## src/rtl/seg_scan_ctrl.sv

```systemverilog
// ---------------------------------------------------------------------------
// seg_scan_ctrl
//
// Time-multiplexing scan controller for a 4-digit common-anode 7-segment
// display. A 16-bit hex value is double-buffered: `load` captures it into a
// shadow register and it is promoted to the display register only at a frame
// boundary, so a single frame never mixes old and new digits.
//
// Each digit slot lasts CLK_DIV cycles. The first cycle of each slot
// (cnt == 0) is a ghost guard where every anode is off.
//
// Parameters:
//   CLK_DIV  clock cycles per digit slot (>= 2)
//   CNT_W    slot counter width, 2**CNT_W >= CLK_DIV
//
// Ports:
//   clk         system clock, rising edge
//   rst_n       asynchronous active-low reset
//   load        capture value/dp_in into the shadow registers
//   value       four hex digits, [3:0] = digit 0 (rightmost)
//   dp_in       decimal points per digit, active-high
//   blank       forces all anodes off (registered, takes effect next edge)
//   an          anode enables, active-low, an[k] = digit k
//   seg         segments {a,b,c,d,e,f,g}, active-low
//   dp          decimal point, active-low
//   busy        a loaded value is waiting for the next frame boundary
//   frame_done  one-cycle pulse on the last cycle of each frame
//
// Build option:
//   SEG_LZB_EN  when defined, leading-zero blanking of digits 3..1 is enabled;
//               a set decimal point on a digit keeps it and all lower digits lit
// ---------------------------------------------------------------------------
module seg_scan_ctrl #(
    parameter int CLK_DIV = 50000,
    parameter int CNT_W   = 16
) (
    input  logic        clk,
    input  logic        rst_n,
    input  logic        load,
    input  logic [15:0] value,
    input  logic [3:0]  dp_in,
    input  logic        blank,
    output logic [3:0]  an,
    output logic [6:0]  seg,
    output logic        dp,
    output logic        busy,
    output logic        frame_done
);

    localparam logic [CNT_W-1:0] LAST = CNT_W'(CLK_DIV - 1);

    logic [CNT_W-1:0] cnt, cnt_n;
    logic [1:0]       idx, idx_n;
    logic [15:0]      disp, disp_n, shd, shd_n;
    logic [3:0]       disp_dp, disp_dp_n, shd_dp, shd_dp_n;
    logic             pending, pending_n;
    logic             boundary, lit;
    logic [3:0]       an_n;
    logic [6:0]       seg_n;
    logic             dp_n, frame_done_n;

    // Hex nibble to active-low {a..g} pattern.
    function automatic logic [6:0] hex_to_seg(input logic [3:0] nib);
        case (nib)
            4'h0:    hex_to_seg = 7'b0000001;
            4'h1:    hex_to_seg = 7'b1001111;
            4'h2:    hex_to_seg = 7'b0010010;
            4'h3:    hex_to_seg = 7'b0000110;
            4'h4:    hex_to_seg = 7'b1001100;
            4'h5:    hex_to_seg = 7'b0100100;
            4'h6:    hex_to_seg = 7'b0100000;
            4'h7:    hex_to_seg = 7'b0001111;
            4'h8:    hex_to_seg = 7'b0000000;
            4'h9:    hex_to_seg = 7'b0000100;
            4'hA:    hex_to_seg = 7'b0001000;
            4'hB:    hex_to_seg = 7'b1100000;
            4'hC:    hex_to_seg = 7'b0110001;
            4'hD:    hex_to_seg = 7'b1000010;
            4'hE:    hex_to_seg = 7'b0110000;
            default: hex_to_seg = 7'b0111000;
        endcase
    endfunction

    // Next-state logic: slot/digit sequencing and the shadow-to-display
    // hand-over. A load landing exactly on the boundary bypasses the shadow
    // stage so nothing is left pending.
    always_comb begin
        cnt_n     = cnt + 1'b1;
        idx_n     = idx;
        shd_n     = shd;
        shd_dp_n  = shd_dp;
        disp_n    = disp;
        disp_dp_n = disp_dp;
        pending_n = pending;
        boundary  = (idx == 2'd3) && (cnt == LAST);

        if (cnt == LAST) begin
            cnt_n = '0;
            idx_n = idx + 2'd1;
        end

        if (load) begin
            shd_n    = value;
            shd_dp_n = dp_in;
            if (boundary) begin
                disp_n    = value;
                disp_dp_n = dp_in;
                pending_n = 1'b0;
            end else begin
                pending_n = 1'b1;
            end
        end else if (boundary && pending) begin
            disp_n    = shd;
            disp_dp_n = shd_dp;
            pending_n = 1'b0;
        end
    end

    // Output decode works on the next-state values so the registered
    // outputs line up with the cnt/idx they describe.
    always_comb begin
        lit = 1'b1;
`ifdef SEG_LZB_EN
        case (idx_n)
            2'd3:    lit = (disp_n[15:12] != 4'h0) || disp_dp_n[3];
            2'd2:    lit = (disp_n[15:8] != 8'h00) || (disp_dp_n[3:2] != 2'b00);
            2'd1:    lit = (disp_n[15:4] != 12'h000) || (disp_dp_n[3:1] != 3'b000);
            default: lit = 1'b1;
        endcase
`else
        lit = 1'b1;
`endif
        an_n         = 4'b1111;
        seg_n        = 7'b1111111;
        dp_n         = 1'b1;
        frame_done_n = (idx_n == 2'd3) && (cnt_n == LAST);
        if (!blank && (cnt_n != '0) && lit) begin
            an_n  = ~(4'b0001 << idx_n);
            seg_n = hex_to_seg(disp_n[{idx_n, 2'b00} +: 4]);
            dp_n  = ~disp_dp_n[idx_n];
        end
    end

    // State and output registers; reset aborts the scan and drops any
    // pending value.
    always_ff @(posedge clk or negedge rst_n) begin
        if (!rst_n) begin
            cnt        <= '0;
            idx        <= 2'd0;
            disp       <= 16'h0000;
            disp_dp    <= 4'h0;
            shd        <= 16'h0000;
            shd_dp     <= 4'h0;
            pending    <= 1'b0;
            an         <= 4'b1111;
            seg        <= 7'b1111111;
            dp         <= 1'b1;
            frame_done <= 1'b0;
        end else begin
            cnt        <= cnt_n;
            idx        <= idx_n;
            disp       <= disp_n;
            disp_dp    <= disp_dp_n;
            shd        <= shd_n;
            shd_dp     <= shd_dp_n;
            pending    <= pending_n;
            an         <= an_n;
            seg        <= seg_n;
            dp         <= dp_n;
            frame_done <= frame_done_n;
        end
    end

    assign busy = pending;

endmodule
```

## config.mk

```make
export PLATFORM = sky130hd
export DESIGN_NAME = seg_scan_ctrl
export DESIGN_NICKNAME = d
export VERILOG_FILES = /design/src/rtl/seg_scan_ctrl.sv
export SDC_FILE = /design/constraint.sdc
export NUM_CORES = 1
export LEC_CHECK = 0
export CORE_MARGIN = 2
export CORE_UTILIZATION = 50
export DETAILED_ROUTE_END_ITERATION = 7
export GPL_ROUTABILITY_DRIVEN = 0
export GPL_TIMING_DRIVEN = 0
export PLACE_DENSITY_LB_ADDON = 0.3
export SYNTH_ARGS = -nofsm -noshare
export SYNTH_HDL_FRONTEND = slang
export SYNTH_SLANG_ARGS = --single-unit
```

## constraint.sdc

```tcl
create_clock -name clk -period 7.1 [get_ports clk]
set_clock_uncertainty 0.15 [all_clocks]
set_input_delay 1.775 -clock clk [delete_from_list [all_inputs] [get_ports clk]]
set_output_delay 1.775 -clock clk [all_outputs]
set_load 0.1 [all_outputs]
```

==> results.md <==
- In this run the critical register-to-register path is captured at seg[3].
- The routed via count divided by cell count is 5.58.
- The register clock-pin slew on the reported worst setup and hold paths is 0.08 ns.
- STA classifies the critical path startpoint as a primary input.
- In this run the worst path has a maximum fanout of 10.
- The area share of fa/ha/maj cells after synthesis is 3.03%.
- The initial antenna violation count came to 0.
- The combinational share of power is 7.1%.
- During placement, the flow inserted port buffers numbering 36.
- The instance count of the mapped netlist is 358.
- After Yosys synthesis, and, or, nand and nor cells account for 16.4% of the synthesized area.
- Gates resized during post-CTS repair numbered 0.
- The dominant cell by count in the synthesized netlist is dfrtp_1.
- The critical path goes through clkbuf_1 > nor2b_1 > buf_1 > clkbuf_1 > a32oi_1 > nand3_1 > a22o_1 > a221o_1 > inv_1 > ha_1 > inv_1 > mux2i_1 > mux2_2 > nand2_1.
- The number of register bits inferred by synthesis is 72.
- At the worst endpoint, the required time is 7.24 ns.
- At the pin with the least slew margin, the transition time is 0.970 ns.
- Hold repair after CTS inserted 0 buffers.
- The core region is 0.00721 mm².
- The cell at the slowest stage of the critical path is a221o_1.
- The maximum number of buffers from clock root to sink is 2.
- The finished cells cover 0.00448 mm².
- The number of nets in the layout is 438.
- In this run the static leakage power is 2.01 nW.
- Counting the buffers created by CTS gives 9.
- The via count of the first global-routing pass is 2,833.
- The count of buffers added by post-CTS timing repair for setup is 0.
- Yosys printed 0 warnings.
- The cell area after placement is 0.00420 mm².
- The number of buffer and inverter stages on the critical path is 5.
- The share of post-route cells with drive strength above 1 is 14.6%.
- The final count of hold timing violations was 0.
- The filler cell count in the final layout is 618.
- The setup total negative slack is 0 ns.
- In the routed design, unresolved DRC markers number 0.
- The run finished with clean final reports.
- The peak supply drop is 0.127 mV.
- The overall routing resource usage is 20.1%.
- The synthesized netlist devotes 12.5% of its cell area to compound gates.
- Summing the sequential cell areas from Yosys gives 48.9% of the chip area.
- The number of antenna diodes in the final layout is 0.
- The main flop type after synthesis is dfrtp_1.
- Sequential cells burn 45.3% of the power.
- Once detail routing completed, the nets flagged for antenna violations numbered 0.
- The detailed router finished its first iteration with 165 violations.
- The final max-slew violation count is 0.
- The worst setup path is captured at a flip-flop.
- Synthesis produced a netlist with a net count of 391.
- The register-to-register path setup slack is 3.47 ns.
- After synthesis, the largest family of logic cells by area is simple AND/OR/NAND/NOR gates.
- The relative max-transition margin is 35.2%.
- At the end of the flow the core is filled with cells to 62.1%.
- The clock insertion delay at the later pin of the skew report is 0.34 ns.
- For this run, the detailed router's first-pass iteration total came to 4.
- The floorplan step set the die width to 90.2 µm.
- Each instance of the synthesized netlist takes up on average 10.4 µm².
- The number of endpoints failing setup at the final stage is 0.
- In this run, synthesis inferred 0 flip-flops with an integrated enable.
- The share of the synthesized area in the top cell type is 40.4%.
- Clock tree synthesis selected as its root buffer the cell clkbuf_8.
- The category of the critical setup timing path is primary input to flip-flop.
- The capture point of the critical path is seg[3].
- The part of the total power dissipated in the clock network is 47.5%.
- The class of the worst hold path is flip-flop to flip-flop.
- After floorplanning, the core was divided into 31 placement rows.
- The number of placed I/O pins is 38.
- The number of placed instances, taps included, is 493.
- Sorting the synthesized cells by area gives the leading types as dfrtp_1, dfstp_2, nand2_1.
- The internal power of the cells is 0.757 mW.
- The first global-routing pass estimated 13,200 µm of wire.
- The analysis attributes to net switching a power of 0.201 mW.
- Counting instances in the post-synthesis netlist gives the leading cell types as dfrtp_1, nand2_1, inv_1.
- Timing would allow up to 230 MHz.
- The startpoint identified for the worst register-to-register timing path is cnt[5].
- The layout overhead on the synthesized area is 20.6%.
- In this run the power density over the cells is 214 mW/mm².
- The via count is 2,838.
- The switching share of power is 21.0%.
- The number of maximum-capacitance constraint violations is 0.
- STA puts the critical path data arrival time at 4.49 ns.
- The synthesized design spends more area on one cell type than any other, namely dfrtp_1.
- Once layout is complete, the cells apart from fillers number 509.
- Once detailed placement completed, the half-perimeter wirelength came to 5440 µm.
- The source of the critical timing path is load.
- Setup repair after global routing left no endpoint under its margin.
- The critical path's largest stage delay is 0.35 ns.
- The async set-or-reset flop fraction in the synthesized netlist is 100%.
- Dividing the final minimum period by the clock period gives 61.3%.
- Summing the areas of all xor and xnor instances in the mapped netlist gives 4.27% of the synthesized area.
- The die covers 0.00814 mm².
- The remaining global-route overflow is 0.
- The initial utilization of the core area, before any placement, comes to 51.5%.
- The family with the most delay on the worst path is buffers and inverters.
- The H-tree depth is 3.
- The floorplan step set the die height to 90.2 µm.
- The final layout contains routed wiring with a total length of 7890 µm.
- Clock tree synthesis found a total of 72 sinks.
- The portion of synthesized area spent on multiplexers is 8.28%.
- The clock period minus worst slack is 4.35 ns.
- The number of cells on the worst reg-to-reg path is 13.
- In the final routed layout, each cell accounts on average for 15.5 µm.
- The post-synth design cell area is 0.00372 mm².
- TritonCTS built the clock tree.
- The cell count along the critical path is 14.
- Entering global routing, the biggest net connects 73 pins.
- The netlist uses 50 different library cells.
- The total design power is 0.957 mW.
## cell families (layout without fill, tap and decap cells)
group,count (synthesis),in the layout
compound gates,66,66
xor+xnor,16,16
fa+ha+maj,9,9
buf+inv,49,101
flops,72,72
mux,28,28
simple gates,118,118
## per-stage QoR
stage / setup slack (ns) / hold slack [ns]
after global routing: 2.55 / 0.382
after detailed placement: 2.44 / 0.349
after global placement: 1.69 / 0.338
final: 2.75 / 0.360
after CTS: 2.77 / 0.366
after floorplan: 2.91 / 0.317
## worst min path at each step
| stage | start | to | slack [ns] | cells after the start |
|---|---|---|---|---|
| floorplan | cnt[0] | cnt[0] | 0.32 | 1 |
| global placement | cnt[0] | cnt[0] | 0.34 | 1 |
| detailed placement | shd[4] | shd[4] | 0.35 | 1 |
| CTS | shd[4] | shd[4] | 0.37 | 1 |
| global route | shd[5] | shd[5] | 0.38 | 1 |
| finish | cnt[0] | cnt[0] | 0.36 | 1 |
## flip-flops by register name, summed over array words and instances (netlist names)
name / cells
cnt: 16
disp: 16
shd: 16
seg: 7
an: 4
disp_dp: 4
shd_dp: 4
idx: 2
busy: 1
dp: 1
frame_done: 1
## layout make-up
type	instances	area [µm²]	share of cell area (%)
Multi-Input combinational cell	237	1660	36.9
Inverter	29	115	2.57
Buffer	20	131	2.93
Tap cell	99	124	2.76
Clock buffer	10	128	2.85
Sequential cell	72	1820	40.5
Clock inverter	6	155	3.46
Timing Repair Buffer	36	358	7.98
## layer usage
layer	global-route usage [%]	vias up	part of all wire [%]
li1	-	1365	-
met1	25.7	1384	46
met2	33.6	81	47
met3	2.93	8	5.2
met4	9.87	0	1.0
met5	0	-	0
## power by group through the flow
stage / clock [mW] / sequential (mW) / combinational [mW]
after global placement: 0 / 0.441 / 0.0683
after global routing: 0.475 / 0.436 / 0.0740
after CTS: 0.465 / 0.434 / 0.0696
after detailed placement: 0 / 0.441 / 0.0694
final: 0.455 / 0.434 / 0.0684
after floorplan: 0 / 0.456 / 0.0215
## cells in the final DEF, fill, tap and decap left out, types with 2 or more instances in the layout
cell type        count
nand3_1             21
a31oi_1              4
xor2_1               7
clkbuf_1            10
buf_4                5
ha_1                 9
and4_1               3
nor2b_1              5
nor3_1               4
clkbuf_8             9
nand2_1             43
buf_6                3
mux2_2              12
mux2i_1             15
inv_1               27
o21ai_0             15
buf_2                2
dfstp_2             12
a211oi_1             8
a22oi_1              6
nor4_2               2
nand4_1              5
bufinv_16            5
nand2b_1             3
xnor2_1              8
o221ai_1             3
dfrtp_1             60
o211ai_1             3
clkdlybuf4s50_1     35
nor2_1              17
a21oi_1              6
clkinv_2             2
a32oi_1             16
and3_1               5
and2_1               2
Note: power is estimated with default switching activity, not from simulation.
